## src/rtl/heart_hud_ctrl.sv

```systemverilog
// heart_hud_ctrl
// Lives/HUD controller for the heart sprite. Tracks remaining lives, maps the
// current VGA coordinate onto one of MAX_LIVES heart slots sharing a single
// HEART_SIZE x HEART_SIZE heart ROM, blinks the most recently lost heart for
// BLINK_FRAMES frames and flags game over.
//
// Ports:
//   vga_clk      in   pixel clock, sole clock
//   reset_n      in   asynchronous active-low reset
//   DrawX/DrawY  in   current pixel column/row (10 bits)
//   blank        in   high inside the active display region
//   new_game     in   one-cycle pulse: restore lives and restart
//   life_lost    in   one-cycle pulse: player lost a life
//   rom_address  out  heart ROM address for the current pixel (combinational)
//   heart_pixel  out  registered; rom_q this cycle belongs to a visible heart
//   lives        out  remaining lives (registered)
//   game_over    out  registered; high in GAME_OVER
//   blinking     out  registered; high in BLINK
module heart_hud_ctrl #(
  parameter int MAX_LIVES    = 3,
  parameter int HEART_SIZE   = 25,
  parameter int HUD_X        = 8,
  parameter int HUD_Y        = 8,
  parameter int SPACING      = 30,
  parameter int BLINK_FRAMES = 60,
  parameter int BLINK_HALF   = 8
) (
  input  logic       vga_clk,
  input  logic       reset_n,
  input  logic [9:0] DrawX,
  input  logic [9:0] DrawY,
  input  logic       blank,
  input  logic       new_game,
  input  logic       life_lost,
  output logic [9:0] rom_address,
  output logic       heart_pixel,
  output logic [2:0] lives,
  output logic       game_over,
  output logic       blinking
);

  localparam int TIMER_W = $clog2(BLINK_FRAMES + 1);
  localparam int PHASE_W = $clog2(BLINK_HALF + 1);

  localparam logic [1:0] ST_ALIVE     = 2'd0;
  localparam logic [1:0] ST_BLINK     = 2'd1;
  localparam logic [1:0] ST_GAME_OVER = 2'd2;

  localparam logic [2:0]         LIVES_INIT = 3'(MAX_LIVES);
  localparam logic [TIMER_W-1:0] TIMER_INIT = TIMER_W'(BLINK_FRAMES);
  localparam logic [TIMER_W-1:0] TIMER_ONE  = TIMER_W'(1);
  localparam logic [TIMER_W-1:0] TIMER_ZERO = TIMER_W'(0);
  localparam logic [PHASE_W-1:0] PHASE_LAST = PHASE_W'(BLINK_HALF - 1);
  localparam logic [PHASE_W-1:0] PHASE_ONE  = PHASE_W'(1);
  localparam logic [PHASE_W-1:0] PHASE_ZERO = PHASE_W'(0);

  // Left edge of HUD slot idx, computed in 20 bits so no product can wrap.
  function automatic logic [19:0] slot_left(input int idx);
    return 20'(HUD_X) + 20'(idx) * 20'(SPACING);
  endfunction

  // Registered state
  logic [1:0]         state_r;
  logic [2:0]         lives_r;
  logic [TIMER_W-1:0] timer_r;
  logic [PHASE_W-1:0] phase_r;
  logic               blink_on_r;
  logic [9:0]         prev_x_r;
  logic [9:0]         prev_y_r;
  logic               heart_pixel_r;
  logic               game_over_r;
  logic               blinking_r;

  // Next-state / decode signals
  logic [1:0]           state_s;
  logic [2:0]           lives_s;
  logic [TIMER_W-1:0]   timer_s;
  logic [PHASE_W-1:0]   phase_s;
  logic                 blink_on_s;
  logic [19:0]          x_s;
  logic [19:0]          y_s;
  logic                 y_in_s;
  logic [MAX_LIVES-1:0] slot_hit_s;
  logic                 hit_s;
  logic [2:0]           hit_idx_s;
  logic [19:0]          left_s;
  logic                 visible_s;
  logic                 tick_s;

  assign x_s    = {10'd0, DrawX};
  assign y_s    = {10'd0, DrawY};
  assign y_in_s = (y_s >= 20'(HUD_Y)) && (y_s < 20'(HUD_Y + HEART_SIZE));

  for (genvar g = 0; g < MAX_LIVES; g++) begin : g_slot
    assign slot_hit_s[g] = y_in_s && (x_s >= slot_left(g))
                           && (x_s < slot_left(g) + 20'(HEART_SIZE));
  end

  assign hit_s = |slot_hit_s;

  // Slot decode: SPACING >= HEART_SIZE keeps slots disjoint, so at most one bit is set.
  always_comb begin
    hit_idx_s = 3'd0;
    left_s    = 20'd0;
    for (int i = 0; i < MAX_LIVES; i++) begin
      hit_idx_s = slot_hit_s[i] ? 3'(i) : hit_idx_s;
      left_s    = slot_hit_s[i] ? slot_left(i) : left_s;
    end
  end

  // Row-major sprite offset; the 20-bit sum is truncated to the 10-bit ROM address.
  assign rom_address = hit_s
    ? 10'((y_s - 20'(HUD_Y)) * 20'(HEART_SIZE) + (x_s - left_s))
    : 10'd0;

  // The slot just above the remaining lives is the one that was lost; it blinks.
  assign visible_s = (hit_idx_s < lives_r)
                     || ((state_r == ST_BLINK) && (hit_idx_s == lives_r) && blink_on_r);

  // Frame start: first cycle at (0,0) after any other coordinate.
  assign tick_s = (DrawX == 10'd0) && (DrawY == 10'd0)
                  && !((prev_x_r == 10'd0) && (prev_y_r == 10'd0));

  // Lives / blink FSM next-state logic.
  always_comb begin
    state_s    = state_r;
    lives_s    = lives_r;
    timer_s    = timer_r;
    phase_s    = phase_r;
    blink_on_s = blink_on_r;
    if (new_game) begin
      state_s    = ST_ALIVE;
      lives_s    = LIVES_INIT;
      timer_s    = TIMER_ZERO;
      phase_s    = PHASE_ZERO;
      blink_on_s = 1'b0;
    end else begin
      case (state_r)
        ST_ALIVE: begin
          if (life_lost) begin
            if (lives_r != 3'd0) begin
              state_s    = ST_BLINK;
              lives_s    = lives_r - 3'd1;
              timer_s    = TIMER_INIT;
              phase_s    = PHASE_ZERO;
              blink_on_s = 1'b0;
            end else begin
              state_s = ST_GAME_OVER;
            end
          end else begin
            state_s = ST_ALIVE;
          end
        end
        ST_BLINK: begin
          if (tick_s) begin
            if (phase_r >= PHASE_LAST) begin
              phase_s    = PHASE_ZERO;
              blink_on_s = ~blink_on_r;
            end else begin
              phase_s = phase_r + PHASE_ONE;
            end
            // timer_r <= 1 also guards a zero timer from wrapping
            if (timer_r <= TIMER_ONE) begin
              timer_s    = TIMER_ZERO;
              blink_on_s = 1'b0;
              state_s    = (lives_r != 3'd0) ? ST_ALIVE : ST_GAME_OVER;
            end else begin
              timer_s = timer_r - TIMER_ONE;
            end
          end else begin
            state_s = ST_BLINK;
          end
        end
        ST_GAME_OVER: begin
          state_s = ST_GAME_OVER;
        end
        default: begin
          state_s    = ST_ALIVE;
          timer_s    = TIMER_ZERO;
          phase_s    = PHASE_ZERO;
          blink_on_s = 1'b0;
        end
      endcase
    end
  end

  // State, coordinate history and registered outputs.
  always_ff @(posedge vga_clk or negedge reset_n) begin
    if (!reset_n) begin
      state_r       <= ST_ALIVE;
      lives_r       <= LIVES_INIT;
      timer_r       <= TIMER_ZERO;
      phase_r       <= PHASE_ZERO;
      blink_on_r    <= 1'b0;
      prev_x_r      <= 10'd0;
      prev_y_r      <= 10'd0;
      heart_pixel_r <= 1'b0;
      game_over_r   <= 1'b0;
      blinking_r    <= 1'b0;
    end else begin
      state_r       <= state_s;
      lives_r       <= lives_s;
      timer_r       <= timer_s;
      phase_r       <= phase_s;
      blink_on_r    <= blink_on_s;
      prev_x_r      <= DrawX;
      prev_y_r      <= DrawY;
      heart_pixel_r <= blank && hit_s && visible_s;
      game_over_r   <= (state_s == ST_GAME_OVER);
      blinking_r    <= (state_s == ST_BLINK);
    end
  end

  assign heart_pixel = heart_pixel_r;
  assign lives       = lives_r;
  assign game_over   = game_over_r;
  assign blinking    = blinking_r;

endmodule
```

## config.mk

```make
export PLATFORM = sky130hd
export DESIGN_NAME = heart_hud_ctrl
export DESIGN_NICKNAME = d
export VERILOG_FILES = /design/src/rtl/heart_hud_ctrl.sv
export SDC_FILE = /design/constraint.sdc
export NUM_CORES = 1
export LEC_CHECK = 0
export ABC_AREA = 1
export ABC_CLOCK_PERIOD_IN_PS = 8710
export CORE_MARGIN = 2
export CORE_UTILIZATION = 50
export CTS_CLUSTER_SIZE = 8
export DETAILED_ROUTE_END_ITERATION = 12
export PLACE_DENSITY = 0.84
export SYNTH_ARGS = -nofsm -noshare
export SYNTH_HDL_FRONTEND = slang
export SYNTH_SLANG_ARGS = --single-unit
export TNS_END_PERCENT = 100
```

## constraint.sdc

```tcl
create_clock -name vga_clk -period 8.71 [get_ports vga_clk]
set_input_delay 0.871 -clock vga_clk [delete_from_list [all_inputs] [get_ports vga_clk]]
set_output_delay 0.871 -clock vga_clk [all_outputs]
set_load 0.01 [all_outputs]
```

[Word level (Yosys, flattened, before mapping)]
Cells that the tools add are included.
Storage, ports and cells
  output and inout port bits: 16
  register bits after elaboration: 39
  bits of input ports: 25
  logic and storage cells: 104
Operators by class
  equal/unequal tests: 10
  reduce and logical (&&, ||, !) cells: 29
  magnitude comparators: 11
  bitwise operators: 1
  muxes and demuxes: 36
  add/sub/neg operators: 6
  multiply operators: 1
Operators with widths (number)
  10-bit zero test: 4
  6-bit 2-to-1 mux: 6
  10-bit by 6-bit less-than comparator with 1-bit output, second input constant: 3
  4-bit 2-to-1 mux: 6
  10-bit by 4-bit greater-or-equal comparator with 1-bit output, second input constant: 2
  6-bit one-hot mux with 3 select lines: 1
  1-bit logical AND: 14
  2-bit 2-to-1 mux: 7
  3-bit 2-to-1 mux: 4
  4-bit one-hot mux with 3 select lines: 1
  11-bit by 6-bit multiplier with 10-bit output, second input constant: 1
  10-bit by 4-bit subtractor with 11-bit output, second input constant: 1
  10-bit adder: 1
  10-bit by 6-bit greater-or-equal comparator with 1-bit output, second input constant: 1
  10-bit by 7-bit greater-or-equal comparator with 1-bit output, second input constant: 1
  10-bit by 7-bit less-than comparator with 1-bit output, second input constant: 1
  10-bit 2-to-1 mux: 1
  10-bit by 7-bit subtractor with 10-bit output: 1
  3-bit inequality test, second input constant: 3
  1-bit 2-to-1 mux: 7
  7-bit 2-to-1 mux: 1
  6-bit by 1-bit less-or-equal comparator with 1-bit output, second input constant: 1
  2-bit one-hot mux with 3 select lines: 1
  2-bit nonzero test: 3
  20 further kinds: 22

[Depth between registers and ports, before layout]
  depth after elaboration: 11
  gate-level depth with buffers: 24
  gate-level depth less buffers: 24

[Worst setup path before layout]
No wires, ideal clock.
  kind: input -> output
  from: input port DrawY[3]
  to: output port rom_address[8]
  cell stages on the path: 21
  arrival: 4.614 ns
  setup slack: 3.225 ns
  buffers on the path: 0
  data required time: 7.839 ns
  path through: inv_1 ha_1 nand2_1 inv_1 a21oi_4 nand3_2 ha_1 inv_1 fa_1 fa_1 fa_1 inv_1 ha_1 nand3_1 nand3_1 nand2_1 nand2_1 a21oi_1 xnor2_1 inv_1 nor2_2
Between the ends
  word-level cells in the longest chain between the ends: 10
  elaborated cells between the ends (all ways): 18
  classes of those cells: 3 x add/sub; 1 x mul; 2 x order compare; 4 x mux; 8 x reduce/logical
Ends and longest elaborated chain
  from (decl): line 31  | input logic [9:0] DrawY,
  branches (longest 9 deep; another with 10-bit by 4-bit subtractor with 11-bit output)
  10-bit 2-to-1 mux (*): line 113  | ? 10'((y_s - 20'(HUD_Y)) * 20'(HEART_SIZE) + (x_s - left_s))
  to (decl): line 35  | output logic [9:0] rom_address,
Every way passes the cells marked *.

[Final worst setup path]
Ends and elaborated chain as after synthesis.

==> reports/metrics.csv <==
stage,metric,value,unit
critical_path,reg2reg setup slack,6.87,ns
min_path,Hold WC Path Type,flip-flop to flip-flop,
cells_and_area,"commonest non-fill, non-tap cell in the layout",nand2_1,
detailed_routing,Via density,5.08,
sta,RSZ-0062 raised after global routing,false,
clock_network,Root Driver,clkbuf_8,
clock_network,hold_buf cts,0,
global_routing,vias in the first global route,2758,
critical_path,r2r startpoint,lives[0],
detailed_routing,DR vias,2795,
logic_synthesis,Synth cell types,33,
critical_path,FF-to-FF End,timer_r[1],
clock_network,CTS Sinks,39,
cells_and_area,Area Overhead vs Synth,17.1,%
logic_synthesis,largest cells by area after synthesis,"dfrtp_1, ha_1, nand2_1",
sta,Worst Hold Slack,0.508,ns
detailed_routing,DRT Wirelength,6.91,mm
logic_synthesis,Mapped Area,3290,um2
logic_synthesis,largest family of logic cells by synthesized area,simple AND/OR/NAND/NOR gates,
critical_path,"Slowest-stage cell, CP",clkdlybuf4s50_1,
global_routing,first-pass GRT wire length,12.0,mm
detailed_routing,drt pass-1 iters,4,
detailed_routing,Routed Antenna Nets,0,
sta,slew margin rel.,44.4,%
floorplan,Starting Density,51.8,%
global_routing,GRT Overall Usage,20.4,%
sta,"Worst Setup Slack, final",1.69,ns
power_and_ir_drop,Worst VDD drop,0.000161,V
clock_network,Clock Latency Late Sink,0.29,ns
place,PortBufs,40,
sta,Setup TNS,0,ns
cells_and_area,"commonest cells after routing, fill and taps aside","nand2_1, inv_1, nor2_1",
logic_synthesis,Post-synth EDFFs,0,
critical_path,start point of the critical path,DrawY[3],
floorplan,Die Footprint,7250,um2
critical_path,CP max stage delay,0.68,ns
logic_synthesis,sequential element share of the synthesized area,29.7,%
sta,Worst-Margin Slew,0.833,ns
critical_path,CP Data Required Time,7.84,ns
logic_synthesis,syn nets,500,
sta,fin crit period,7.02,ns
logic_synthesis,multiplexer area fraction after synthesis,0,%
cells_and_area,utilization after layout,60.7,%
logic_synthesis,Syn Inst Count,427,
logic_synthesis,post-synth top area share,28.1,%
floorplan,Core Area,6350,um2
critical_path,CP Data Arrival Time,6.15,ns
critical_path,kind of critical path,input port to output port,
critical_path,CP Launch Type,input port,
power_and_ir_drop,Leakage,2.00,nW
detailed_routing,# DRC,0,
global_routing,largest net degree at the start of global routing,40,
place,Placer Congestion,0.837,
floorplan,row count,29,
global_routing,initial antenna violation count,0,
run_status,status,finished clean,
min_path,worst hold start,phase_r[3],
sta,final setup vio count,0,
power_and_ir_drop,PwrDens,155,nW/um2
clock_network,H-tree depth,2,
clock_network,cts bufs inserted,5,
cells_and_area,layout cells sized above 1,10.1,%
logic_synthesis,top_reg_cell synth,dfrtp_1,
logic_synthesis,post-synthesis compound-gate area fraction,5.63,%
sta,max-slew violation count,0,
clock_network,post-CTS setup repair buffer count,0,
logic_synthesis,adder and majority cell fraction of the synthesized area,21.7,%
critical_path,"critical path fanouts, max",7,
place,hpwl dp,5.71,mm
critical_path,"most used cell, CP",inv_1,
clock_network,"Gates resized, CTS repair",0,
sta,fin crit share,80.6,%
global_routing,GRT overflow,0,
floorplan,Die X-Extent,85.1,um
run,Max-Cap Viols,0,
min_path,Hold Path Sink,phase_r[3],
min_path,WHS Path Cells,2,
critical_path,CP Capture Type,output port,
cells_and_area,Nets,545,
clock_network,clock transition at the registers of the reported paths,0.08,ns
place,"worst slack, placed",1.68,ns
clock_network,TritonCTS clock tree,done,
cells_and_area,Antenna diodes,0,
sta,maximum clock frequency,142,MHz
sta,final hold vios,0,
place,placed cell area,3770,um2
logic_synthesis,syn_area_per_cell,7.71,um2
logic_synthesis,post-synthesis xor/xnor area fraction,3.99,%
floorplan,io pins,41,
clock_network,CTS Buffer Depth,2,
logic_synthesis,fraction of registers with async set/reset,100,%
logic_synthesis,Synth Register Bits,39,
logic_synthesis,"area leader, netlist",dfrtp_1,
logic_synthesis,yosys warns,0,
cells_and_area,design area,3860,um2
floorplan,die height,85.1,um
critical_path,crit-path cells,clkdlybuf4s50_1 > inv_1 > ha_1 > nand2_1 > inv_1 > a21oi_4 > nand3_2 > ha_1 > inv_1 > fa_1 > fa_1 > fa_1 > inv_1 > ha_1 > nand3_1 > nand3_1 > nand2_1 > nand2_1 > a21oi_1 > xnor2_1 > inv_1 > nor2_2 > clkdlybuf4s50_1,
detailed_routing,First DRT Iteration DRCs,114,
logic_synthesis,simple-gate portion of the synthesized area,28.2,%
critical_path,reg2reg path depth,9,
detailed_routing,drt wl/cell,12.6,um
sta,Max Clock Skew,0.00331,ns
cell type report:
type                            instances  area, um2
Fill cell                             566       2490
Inverter                               90        340
Clock buffer                            5       68.8
Tap cell                               77       96.3
Sequential cell                        39        978
Clock inverter                          3       20.0
Timing Repair Buffer                   40        395
Multi-Input combinational cell        296       1960
layer usage:
metal | global-route usage [%] | routed length [um]
met1 | 24.8 | 2970
met2 | 35.9 | 3530
met3 | 2.63 | 209
met4 | 9.09 | 208
met5 | 0 | 0
cell usage after synthesis, types with 2 or more instances:
cell type,n
or2_2,2
ha_1,33
fa_1,15
o21ai_2,4
dfrtp_1,37
dfstp_2,2
inv_2,4
nor2_4,2
nor2_2,11
inv_1,84
nand3_2,3
nor2_1,40
nor3_2,2
nand2_1,98
a21oi_1,11
xnor2_1,8
nor4_1,2
xor2_1,7
o21ai_0,13
nand2_2,5
nand3_1,23
nor3_1,3
nand4_1,8
worst max-delay path by stage:
stage,endpoint,slack [ns],depth (start not counted)
global placement,rom_address[8],1.82,23
detailed placement,rom_address[8],1.68,23
CTS,rom_address[8],1.67,23
floorplan,rom_address[8],3.22,21
finish,rom_address[8],1.69,23
global route,rom_address[8],1.26,23
state kept, by name (all words and copies together) (netlist names):
register and count:
blink_on_r 1, blinking 1, game_over 1, heart_pixel 1
lives 3, phase_r 4, prev_x_r 10, prev_y_r 10
state_r 2, timer_r 6
power by group:
part / internal (W) / switching [W] / total, W
Clock: 0.0000557 / 0.0000666 / 0.000122
Sequential: 0.000193 / 0.00000869 / 0.000202
Combinational: 0.000111 / 0.000165 / 0.000276
Total: 0.000359 / 0.000240 / 0.000599
per-stage QoR:
stage | total power, W | std cells
finish | 0.000599 | 550
global route | 0.000651 | 550
CTS | 0.000600 | 550
detailed placement | 0.000478 | 542
global placement | 0.000464 | 542
floorplan | 0.000406 | 427
worst max-delay path, delay by kind of cell:
kind / cells / cell delay, ns
adders and majority gates: 6 / 2.45
buffers and inverters: 7 / 1.61
and+or+nand+nor: 7 / 0.72
AOI/OAI and AO/OA: 2 / 0.33
xor gates and xnor gates: 1 / 0.14
kinds of logic (layout without fill, tap and decap cells):
family | count (synthesis) | after routing
compound gates | 31 | 31
xor+xnor | 15 | 15
fa+ha+maj | 48 | 48
buf+inv | 92 | 138
flops | 39 | 39
simple gates | 202 | 202
(Power assumes the default switching activity.)
